<file path="src/rtl/line_peak_detector.sv">
// Line peak detector: finds the largest windowed pixel of each sensor line and reports it with a
// one-cycle update strobe, skipping SKIP_LINES lines after each report. Optional saturation counter:
// define LINE_PEAK_SAT_COUNT_EN.
module line_peak_detector #(
  parameter int LINE_LEN   = 1024,
  parameter int WIN_START  = 0,
  parameter int WIN_END    = 1024,
  parameter int SKIP_LINES = 1,
  parameter int CNT_W      = 11
`ifdef LINE_PEAK_SAT_COUNT_EN
  ,
  parameter int SAT_LEVEL  = 250
`endif
) (
  input  logic             clk_in,
  input  logic             rst_n,
  input  logic             line_start,
  input  logic             pix_valid,
  input  logic [7:0]       pix_data,
  output logic [7:0]       peak,
  output logic             update,
  output logic             busy,
  output logic             abort
`ifdef LINE_PEAK_SAT_COUNT_EN
  ,
  output logic [CNT_W-1:0] sat_cnt
`endif
);

  typedef enum logic [1:0] {IDLE = 2'd0, ACTIVE = 2'd1, SKIP = 2'd2} state_t;

  localparam int               SKIP_W   = (SKIP_LINES > 0) ? $clog2(SKIP_LINES + 1) : 1;
  localparam bit               HAS_SKIP = (SKIP_LINES > 0);
  localparam logic [CNT_W-1:0] LAST_IDX = CNT_W'(LINE_LEN - 1);
  localparam logic [SKIP_W-1:0] SKIP_MAX = SKIP_W'(SKIP_LINES);

  state_t            state_reg, state_next;
  logic [CNT_W-1:0]  pix_cnt_reg, pix_cnt_next;
  logic [7:0]        run_max_reg, run_max_next;
  logic [SKIP_W-1:0] skip_cnt_reg, skip_cnt_next;
  logic [7:0]        peak_reg, peak_next;
  logic              update_reg, update_next;
  logic              busy_reg, busy_next;
  logic              abort_reg, abort_next;
  logic              clear_line;

  logic       win_lo_ok, win_hi_ok, in_window;
  logic       last_pix;
  logic [7:0] max_cand;

  // Window bounds that coincide with the line edges are always satisfied.
  generate
    if (WIN_START == 0) begin : g_lo_open
      assign win_lo_ok = 1'b1;
    end else begin : g_lo_cmp
      assign win_lo_ok = (int'(pix_cnt_reg) >= WIN_START);
    end
    if (WIN_END >= LINE_LEN) begin : g_hi_open
      assign win_hi_ok = 1'b1;
    end else begin : g_hi_cmp
      assign win_hi_ok = (int'(pix_cnt_reg) < WIN_END);
    end
  endgenerate

  assign in_window = win_lo_ok && win_hi_ok;
  assign last_pix  = (state_reg == ACTIVE) && pix_valid && (pix_cnt_reg == LAST_IDX);
  assign max_cand  = (pix_valid && in_window && (pix_data > run_max_reg)) ? pix_data : run_max_reg;

`ifdef LINE_PEAK_SAT_COUNT_EN
  logic [CNT_W-1:0] sat_run_reg, sat_run_next;
  logic [CNT_W-1:0] sat_cnt_reg, sat_cnt_next;
  logic [CNT_W-1:0] sat_cand;

  assign sat_cand = (pix_valid && in_window && (int'(pix_data) >= SAT_LEVEL) && (sat_run_reg != '1))
                    ? sat_run_reg + CNT_W'(1) : sat_run_reg;
  assign sat_cnt  = sat_cnt_reg;
`endif

  always_ff @(posedge clk_in) begin
    if (!rst_n) begin
      state_reg <= IDLE;
    end else begin
      state_reg <= state_next;
    end
  end

  always_comb begin
    state_next = state_reg;
    case (state_reg)
      IDLE: begin
        if (line_start) state_next = ACTIVE;
      end
      ACTIVE: begin
        // A line_start coinciding with the last pixel is handed to the following state.
        if (last_pix) state_next = HAS_SKIP ? SKIP : (line_start ? ACTIVE : IDLE);
      end
      SKIP: begin
        if (line_start && (skip_cnt_reg == SKIP_MAX)) state_next = ACTIVE;
      end
      default: state_next = IDLE;
    endcase
  end

  always_comb begin
    pix_cnt_next  = pix_cnt_reg;
    run_max_next  = run_max_reg;
    skip_cnt_next = skip_cnt_reg;
    peak_next     = peak_reg;
    update_next   = 1'b0;
    abort_next    = 1'b0;
    busy_next     = (state_next == ACTIVE);
    clear_line    = 1'b0;
`ifdef LINE_PEAK_SAT_COUNT_EN
    sat_run_next  = sat_run_reg;
    sat_cnt_next  = sat_cnt_reg;
`endif
    case (state_reg)
      IDLE: begin
        if (line_start) clear_line = 1'b1;
      end
      ACTIVE: begin
        if (last_pix) begin
          peak_next     = max_cand;
          update_next   = 1'b1;
          skip_cnt_next = '0;
          clear_line    = 1'b1;
`ifdef LINE_PEAK_SAT_COUNT_EN
          sat_cnt_next  = sat_cand;
`endif
          if (line_start && HAS_SKIP) skip_cnt_next = SKIP_W'(1);
        end else if (line_start) begin
          abort_next = 1'b1;
          clear_line = 1'b1;
        end else if (pix_valid) begin
          pix_cnt_next = pix_cnt_reg + CNT_W'(1);
          run_max_next = max_cand;
`ifdef LINE_PEAK_SAT_COUNT_EN
          sat_run_next = sat_cand;
`endif
        end
      end
      SKIP: begin
        if (line_start) begin
          if (skip_cnt_reg == SKIP_MAX) clear_line = 1'b1;
          else skip_cnt_next = skip_cnt_reg + SKIP_W'(1);
        end
      end
      default: ;
    endcase
    if (clear_line) begin
      pix_cnt_next = '0;
      run_max_next = '0;
`ifdef LINE_PEAK_SAT_COUNT_EN
      sat_run_next = '0;
`endif
    end
  end

  always_ff @(posedge clk_in) begin
    if (!rst_n) begin
      pix_cnt_reg  <= '0;
      run_max_reg  <= '0;
      skip_cnt_reg <= '0;
      peak_reg     <= '0;
      update_reg   <= 1'b0;
      busy_reg     <= 1'b0;
      abort_reg    <= 1'b0;
`ifdef LINE_PEAK_SAT_COUNT_EN
      sat_run_reg  <= '0;
      sat_cnt_reg  <= '0;
`endif
    end else begin
      pix_cnt_reg  <= pix_cnt_next;
      run_max_reg  <= run_max_next;
      skip_cnt_reg <= skip_cnt_next;
      peak_reg     <= peak_next;
      update_reg   <= update_next;
      busy_reg     <= busy_next;
      abort_reg    <= abort_next;
`ifdef LINE_PEAK_SAT_COUNT_EN
      sat_run_reg  <= sat_run_next;
      sat_cnt_reg  <= sat_cnt_next;
`endif
    end
  end

  assign peak   = peak_reg;
  assign update = update_reg;
  assign busy   = busy_reg;
  assign abort  = abort_reg;

endmodule

</file>
<file path="config.mk">
export PLATFORM = sky130hd
export DESIGN_NAME = line_peak_detector
export DESIGN_NICKNAME = d
export VERILOG_FILES = /design/src/rtl/line_peak_detector.sv
export SDC_FILE = /design/constraint.sdc
export NUM_CORES = 1
export LEC_CHECK = 0
export BUFFER_PORTS_ARGS = -buffer_cell sky130_fd_sc_hd__buf_2
export CAP_MARGIN = 20
export CELL_PAD_IN_SITES_DETAIL_PLACEMENT = 1
export CELL_PAD_IN_SITES_GLOBAL_PLACEMENT = 2
export CORE_ASPECT_RATIO = 0.75
export CORE_MARGIN = 2
export CORE_UTILIZATION = 38
export CTS_BUF_LIST = sky130_fd_sc_hd__clkbuf_4 sky130_fd_sc_hd__clkbuf_8
export CTS_CLUSTER_DIAMETER = 30
export DETAILED_ROUTE_END_ITERATION = 8
export PLACE_DENSITY = 0.85
export SLEW_MARGIN = 20
export SYNTH_ARGS = -nofsm -noshare
export SYNTH_HDL_FRONTEND = slang
export SYNTH_SLANG_ARGS = --single-unit
export TNS_END_PERCENT = 100
</file>
<file path="constraint.sdc">
create_clock -name clk_in -period 3.1 [get_ports clk_in]
set_clock_uncertainty 0.15 [all_clocks]
set_input_delay 0.31 -clock clk_in [delete_from_list [all_inputs] [get_ports clk_in]]
set_output_delay 0.31 -clock clk_in [all_outputs]
set_load 0.005 [all_outputs]
</file>
==> results of run 1 <==
synth_stat cells (all sizes together) (6+ instances only):
master	count	area share, %
inv	11	2.5
nand2	27	6.1
nor2	10	2.3
dfxtp	33	40
a31oi	8	3.0
xor2	7	3.7
nand3	10	3.0
o21ai	19	5.7
nand4	6	2.3
a21oi	6	2.5
ha	9	6.8
mux2i	8	4.8
logic make-up (layout without fill, tap and decap cells):
logic type	count (synthesis)	count (layout)	share of synthesized area [%]
simple gates	68	68	21.5
flops	33	33	39.8
buf+inv	19	45	4.89
compound gates	47	47	18.6
xor+xnor	7	7	3.69
fa+ha+maj	9	9	6.78
mux	8	8	4.82
final cells by class:
class / count / area [µm²] / area share, %
flip-flops and latches: 33 / 661 / 34.5
multi-input cells: 139 / 920 / 48.1
clock inverters: 2 / 10.0 / 0.523
clock buffers: 6 / 76.3 / 3.99
well taps: 55 / 68.8 / 3.60
repair buffers: 25 / 133 / 6.93
inverters: 12 / 45.0 / 2.35
layer usage:
metal | part of all wire [%] | vias up
li1 | - | 737
met4 | 0.76 | 0
met1 | 50 | 726
met3 | 3.5 | 4
met5 | 0 | -
met2 | 45 | 20
path summary, 6_finish.rpt:
check,from,endpoint,depth (start not counted)
max reg2reg,run_max_reg[7],run_max_reg[6],7
max,run_max_reg[7],run_max_reg[6],7
min reg2reg,pix_cnt_reg[10],pix_cnt_reg[10],1
min,pix_data[1],run_max_reg[1],3
report_power, final:
group / leakage, nW / internal, mW / switching [mW]
registers: 0.267 / 0.427 / 0.00301
logic: 0.430 / 0.0219 / 0.0387
clock network: 0.0484 / 0.164 / 0.153
critical path, delay by kind of cell, from the launching register on:
family	cells	cell delay (ns)
muxes	1	0.18
DFF	1	0.36
buffers and inverters	1	0.06
AOI/OAI and AO/OA	2	0.96
adders and majority gates	1	0.29
and+or+nand+nor	2	0.28
per-stage QoR:
stage | hold WS, ns | worst slack [ns] | instance area, µm² | utilization (%) | power [mW]
after detailed placement | 0.310 | 0.650 | 1830 | 44.2 | 0.500
after CTS | 0.143 | 0.673 | 1910 | 46.3 | 0.819
final | 0.152 | 0.694 | 1910 | 46.3 | 0.807
after floorplan | 0.275 | 1.01 | 1660 | - | 0.476
after global placement | 0.278 | 0.830 | 1830 | 44.2 | 0.497
after global routing | 0.157 | 0.444 | 1910 | 46.3 | 0.853
==> qor.yml, run 1 <==
slew_violations: 0
die_area_um2: 4920
dp_hpwl_mm: 3.24
fmax_mhz: 416
regToRegSetupSlack_ns: 0.69
clk_pin_slew_worst_paths_ns: 0.07
grt_pass1_wl_mm: 7.29
synth_seq_cells: 33
cts_root_buf: "clkbuf_8"
ir_drop_v: 0.000189
holdCritPathClass: "in2reg"
antenna_found_initial: 0
syn_area_um2: 1660
total_leakage_power_nw: 0.745
synth-edff-count: 0
synth.distinct_cells: 38
layout_common_cells: "dfxtp_1 (33), nand2_1 (27), buf_2 (22)"
first_iter_violations: 55
stdcell_count: 272
synth-seq-area-share_pct: 39.8
ant_nets: 0
clk_path_buf_depth: 2
cp_max_fo: 9
final_nets: 237
grt_usage_pct: 19.9
gr-usage-met1_pct: 25.3
tightest_slew_ns: 0.880
min_period_ns: 2.41
final-hold-violation-count: 0
clock_latency_ns: 0.28
grt_max_degree: 18
cts_resized: 0
drv_cap: 0
busiest_layer: "met2"
cts_setup_buffers: 0
vias: 1487
rsz0062_at_grt: "false"
drcViolationCount: 0
synth_fp_nets: 212
fp.dieH_um: 61.3
crit_chain: "inv_1 > ha_1 > and3_1 > nand2_1 > o211ai_1 > a21oi_4 > mux2i_1"
htreeDepth: 2
crit_arrival_ns: 2.41
cts_sinks: 33
dp.cells: 264
cp-end-kind: "flop"
worst_ep_required_time_ns: 3.11
fin_crit_sh_pct: 77.6
tns_ns: 0
criticalPathCategory: "reg2reg"
num_rows: 20
yosysWarnings: 0
cpPeakStageDelay_ns: 0.72
grt_pass1_vias: 1552
start_kind: "flop"
setup_viol: 0
grt_util_met3_pct: 5.13
status: "completed"
wire_per_inst_um: 15.5
largest_register_ffs: 11
final_common_cell: "dfxtp_1"
fp.dieW_um: 80.4
via_per_inst: 5.47
initial_core_util_pct: 40.2
syn_inst: 191
cts_hold_buf: 0
drive_gt1_share_pct: 18.0
cts_tree: "built"
synthFlopType: "dfxtp_1"
diodes: 0
nFillCells: 516
use_met2_pct: 33.7
ioPinCount: 23
cellPowerDensity_nw_per_um2: 422
io_buffers: 22
cts_made_buffers: 5
core_area_um2: 4130
slew_headroom_pct: 41.1
gp_congestion: 0.789
syn_to_final_growth_pct: 15.1
drt_wl_total_mm: 4.22
grt-ovfl-total: 0
drtPass1Iterations: 4
cp_slowest_cell: "o211ai_1"
avgSynthCellArea_um2: 8.70
synthArstFlopShare_pct: 0
No activity file was read; power rests on OpenSTA's default activity.
==> inputs of run 2 (changes only) <==
- ABC_AREA: default -> 1
- CORE_UTILIZATION: 38 -> 30
- PLACE_DENSITY: 0.85 -> 0.77
- clock period: 3.1 -> 2.15 ns (I/O delays scaled with it)
==> qor.yml, run 2 <==
hold_path.startpoint: "line_start"
synth.distinct_cells: 26
rr_worst_depth: 10
final_util_pct: 35.8
crit_chain: "ha_2 > nand3_2 > nor2_4 > nand2_4 > inv_4 > buf_4 > nor2_1 > nor2_1 > nand2_1 > inv_1"
via_per_inst: 4.42
rsz0062_at_grt: "false"
syn_inst: 292
setup_ws_ns: 0.163
slew_headroom_pct: 75.1
syn_area_um2: 1950
drv_cap: 0
fmax_mhz: 503
r2r-end: "peak[5]"
gp_congestion: 0.773
cts_sinks: 33
io_buffers: 22
cp_slowest_cell: "dfxtp_1"
synth_fp_nets: 313
ioPinCount: 23
core_area_um2: 6290
clk_pin_slew_worst_paths_ns: 0.08
setup_viol: 0
drcViolationCount: 0
clk_path_buf_depth: 2
criticalPathCategory: "reg2reg"
cellPowerDensity_nw_per_um2: 583
min_period_ns: 1.99
layout_common_cells: "nand2_1 (76), inv_1 (48), nor2_1 (35)"
place_ws_ns: 0.0591
r2r_start: "pix_cnt_reg[0]"
wire_per_inst_um: 12.8
ant_nets: 0
fp.dieH_um: 73.9
largest_register_ffs: 11
hold_depth: 3
htreeDepth: 2
grt_pass1_vias: 1685
holdCritPathClass: "in2reg"
cp_max_fo: 14
cts_root_buf: "clkbuf_8"
synthFlopType: "dfxtp_1"
clock_latency_ns: 0.29
tns_ns: 0
regToRegSetupSlack_ns: 0.16
diodes: 0
final_nets: 342
synth_top_cell_by_area: "dfxtp_1"
drive_gt1_share_pct: 19.9
cpPeakStageDelay_ns: 0.43
final_common_cell: "nand2_1"
final-hold-violation-count: 0
num_rows: 25
die_area_um2: 7170
start_kind: "flop"
hold_slack_ns: 0.0797
initial_core_util_pct: 31.0
vias: 1782
synth-edff-count: 0
grt_pass1_wl_mm: 8.65
status: "completed"
crit_arrival_ns: 2.08
netlist_top_cells_count: "nand2_1 (76), inv_1 (48), nor2_1 (35)"
cts_tree: "built"
worst_ep_required_time_ns: 2.24
cpMostUsedCell: "nor2_1"
yosys-top-cells-area: "dfxtp_1 (34%), nand2_1 (15%), inv_1 (9.2%), nor2_1 (6.7%), nand3_1 (6.4%)"
synth-seq-area-share_pct: 33.8
fin_crit_sh_pct: 92.4
syn_to_final_growth_pct: 15.3
fp.dieW_um: 97.1
avgSynthCellArea_um2: 6.68
drt_wl_total_mm: 5.18
cts_hold_buf: 0
synth_seq_cells: 33
grt_usage_pct: 15.5
p_total_mw: 1.31
tightest_slew_ns: 0.373
grt_max_degree: 18
cp-end-kind: "flop"
slew_violations: 0
synth_top_area_share_pct: 33.8
cts_made_buffers: 5
yosysMostFrequentCell: "nand2_1"
first_iter_violations: 60
synthArstFlopShare_pct: 0
antenna_found_initial: 0
min_to: "skip_cnt_reg"
cp_top_family: "simple AND/OR/NAND/NOR gates"
total_leakage_power_nw: 1.08
nFillCells: 823
path_buf_inv: 3
drtPass1Iterations: 4
cts_setup_buffers: 0
grt-ovfl-total: 0
dp_hpwl_mm: 3.97
ir_drop_v: 0.000203
yosysWarnings: 0
## run 2: changes by cell type in the layout (fill, tap and decap cells not counted), moves of 6 or more
cell     change
a31oi_1      -8
inv_1       +37
mux2i_1      -8
nand2_1     +49
nand3_1     +15
nand3_2      +7
nor2_1      +25
nor3_1       +6
o21ai_0      -7
o21ai_1      -8
## run 2: worst max-delay path by stage
stage / startpoint / to / slack, ns / cells after the start
floorplan: run_max_reg[7] / peak[0] / 0.38 / 11
global placement: pix_cnt_reg[0] / peak[5] / 0.05 / 10
detailed placement: pix_cnt_reg[0] / peak[5] / 0.06 / 10
CTS: pix_cnt_reg[0] / peak[5] / 0.03 / 10
global route: run_max_reg[7] / peak[3] / 0.01 / 11
finish: pix_cnt_reg[0] / peak[5] / 0.16 / 10
## run 2: report_power, final
group	total, mW	switching [mW]	internal (mW)	leakage, nW
combinational	0.150	0.0995	0.0508	0.759
clock	0.535	0.245	0.290	0.0542
sequential	0.626	0.00536	0.620	0.267
## run 2: logic make-up (layout without fill, tap and decap cells)
group	Yosys count	count (layout)	synth area share, %
adder cells (fa/ha/maj)	9	9	5.77
buffers and inverters	64	94	14.7
AO/OA/AOI/OAI	18	18	5.32
flip-flops	33	33	33.8
AND/OR/NAND/NOR	166	166	39.5
XOR/XNOR	2	2	0.898
## run 2: worst register-to-register path, stage by stage (launching register included)
cell and delay, ns:
dfxtp_1 0.43, ha_2 0.27, nand3_2 0.14, nor2_4 0.21, nand2_4 0.10, inv_4 0.16, buf_4 0.17, nor2_1 0.04
nor2_1 0.15, nand2_1 0.07, inv_1 0.04
## run 2: through the flow
| stage | std cells | cell area, µm² |
|---|---|---|
| 6_report | 403 | 2250 |
| 5_1_grt | 403 | 2250 |
| 4_1_cts | 403 | 2240 |
| 3_5_place_dp | 395 | 2140 |
| 3_3_place_gp | 395 | 2140 |
| 2_1_floorplan | 292 | 1950 |
## run 2: area by class of cell
class / instances / area (µm²) / area share (%)
inverters: 59 / 224 / 9.96
flip-flops and latches: 33 / 661 / 29.4
clock inverters: 1 / 5.00 / 0.222
clock buffers: 7 / 96.3 / 4.28
well taps: 81 / 101 / 4.50
multi-input cells: 195 / 1010 / 45.1
repair buffers: 27 / 148 / 6.56
## run 2: repair_timing
item | 4_1_cts | 5_1_grt
hold endpoints to repair | 0 | 0
resized for setup | 0 | 4
endpoints found under the setup margin | 0 | 18
## run 2: routing by layer
layer / GRT usage [%] / part of all wire, % / vias to the layer above
li1: - / - / 946
met1: 22.9 / 56 / 805
met2: 22.7 / 41 / 27
met3: 3.04 / 2.5 / 4
met4: 4.69 / 1.0 / 0
met5: 0 / 0 / -
==> inputs of run 3 (changes only) <==
- CORE_UTILIZATION: 30 -> 25
- PLACE_DENSITY: 0.77 -> 0.66
==> qor.yml, run 3 (synthesis gave the netlist of run 2 again) <==
status: "completed"
met1_length_mm: 3.15
largest_register_ffs: 11
fp.dieW_um: 106
drive_gt1_share_pct: 20.1
power_frac_seq_pct: 44.0
clock_latency_ns: 0.29
min_period_ns: 1.96
diodes: 0
dr.max_layer_used: "met4"
drtPass1Iterations: 4
swShare_pct: 25.2
cts_made_buffers: 5
clk_path_buf_depth: 2
initial_core_util_pct: 26.1
fmax_mhz: 511
seqCellArea_um2: 661
ant_nets: 0
cts_sinks: 33
slew_headroom_pct: 69.5
grt_max_degree: 18
num_rows: 27
p_int_mw: 1.06
grt_pass1_vias: 1789
hold_slack_ns: 0.0572
slew_violations: 0
grt_usage_pct: 13.9
start_kind: "flop"
setup_viol: 0
wl_met3_um: 157
worst_ep_required_time_ns: 2.19
htreeDepth: 2
final_common_cell: "nand2_1"
dp_hpwl_mm: 4.09
grt-ovfl-total: 0
comb_power_share_pct: 10.9
core_area_um2: 7470
via_per_inst: 4.10
drv_cap: 0
first_iter_violations: 45
syn_to_final_growth_pct: 18.4
tns_ns: 0
p_clk_share_pct: 45.0
regToRegSetupSlack_ns: 0.19
ioPinCount: 23
cts_root_buf: "clkbuf_8"
clk_pin_slew_worst_paths_ns: 0.07
final-hold-violation-count: 0
crit_arrival_ns: 2.00
tightest_slew_ns: 0.454
cp-end-kind: "flop"
ir_drop_v: 0.000216
wire_per_inst_um: 12.6
holdCritPathClass: "in2reg"
drt_wl_total_mm: 5.32
criticalPathCategory: "reg2reg"
cts_setup_buffers: 0
gp_congestion: 0.719
total_leakage_power_nw: 1.09
multi_input_area_um2: 1020
vias: 1737
nFillCells: 952
cellPowerDensity_nw_per_um2: 615
fin_crit_sh_pct: 91.1
drcViolationCount: 0
cts_tree: "built"
antenna_found_initial: 0
rsz0062_at_grt: "false"
grt_pass1_wl_mm: 9.03
met2WireLength_mm: 1.95
final_nets: 343
p_switching_uw: 358
io_buffers: 22
fp.dieH_um: 80.5
cp_max_fo: 12
layout_common_cells: "nand2_1 (75), inv_1 (48), nor2_1 (35)"
die_area_um2: 8540
-- run 3: layout make-up --
| cell class | instances | share of cell area (%) |
|---|---|---|
| sequential | 33 | 28.6 |
| inverter | 59 | 9.75 |
| timing repair buffer | 28 | 6.71 |
| tap | 101 | 5.47 |
| clock inverter | 1 | 1.30 |
| clock buffer | 7 | 3.90 |
| multi-input combinational | 195 | 44.3 |
-- run 3: metal layers --
layer  GRT usage [%]  up-vias
met2            19.7       23
met1            20.6      763
met5               0        -
met4            4.74        0
li1                -      945
met3            3.00        6
-- run 3: final timing paths --
path | start | endpoint | cells after the start
worst min register to register | pix_cnt_reg[10] | pix_cnt_reg[10] | 2
worst max-delay path | pix_cnt_reg[0] | pix_cnt_reg[7] | 9
worst max register to register | pix_cnt_reg[0] | pix_cnt_reg[7] | 9
worst min-delay path | line_start | skip_cnt_reg | 3
-- run 3: stage by stage --
stage | power [mW] | area [µm²] | setup WS [ns] | instances | util, %
5_1_grt | 1.50 | 2310 | 0.0272 | 424 | 31.0
4_1_cts | 1.45 | 2290 | 0.0468 | 424 | 30.7
3_5_place_dp | 0.793 | 2170 | 0.0692 | 416 | 29.0
6_report | 1.42 | 2310 | 0.192 | 424 | 31.0
2_1_floorplan | 0.745 | 1950 | 0.382 | 292 | -
3_3_place_gp | 0.794 | 2170 | 0.0309 | 416 | 29.0
-- run 3: worst max-delay path, cell delays in order, from the launching register on --
cell and delay, ns:
dfxtp_1 0.42, ha_1 0.27, nand3_2 0.14, nor2_4 0.20, nand2_2 0.09, nand3_4 0.16
buf_4 0.23, nor2_1 0.07, nor2_1 0.08, nor2_1 0.05
-- run 3: repair_timing --
| item | in CTS | in global routing |
|---|---|---|
| gates resized for setup | 0 | 6 |
| endpoints found under the setup margin | 0 | 21 |
| hold buffers | 0 | 0 |
-- run 3: power groups by stage --
stage / Combinational (mW) / Clock [mW] / Sequential (mW)
global route: 0.182 / 0.689 / 0.627
global placement: 0.153 / 0 / 0.641
finish: 0.156 / 0.640 / 0.626
floorplan: 0.106 / 0 / 0.639
CTS: 0.153 / 0.666 / 0.626
detailed placement: 0.153 / 0 / 0.640
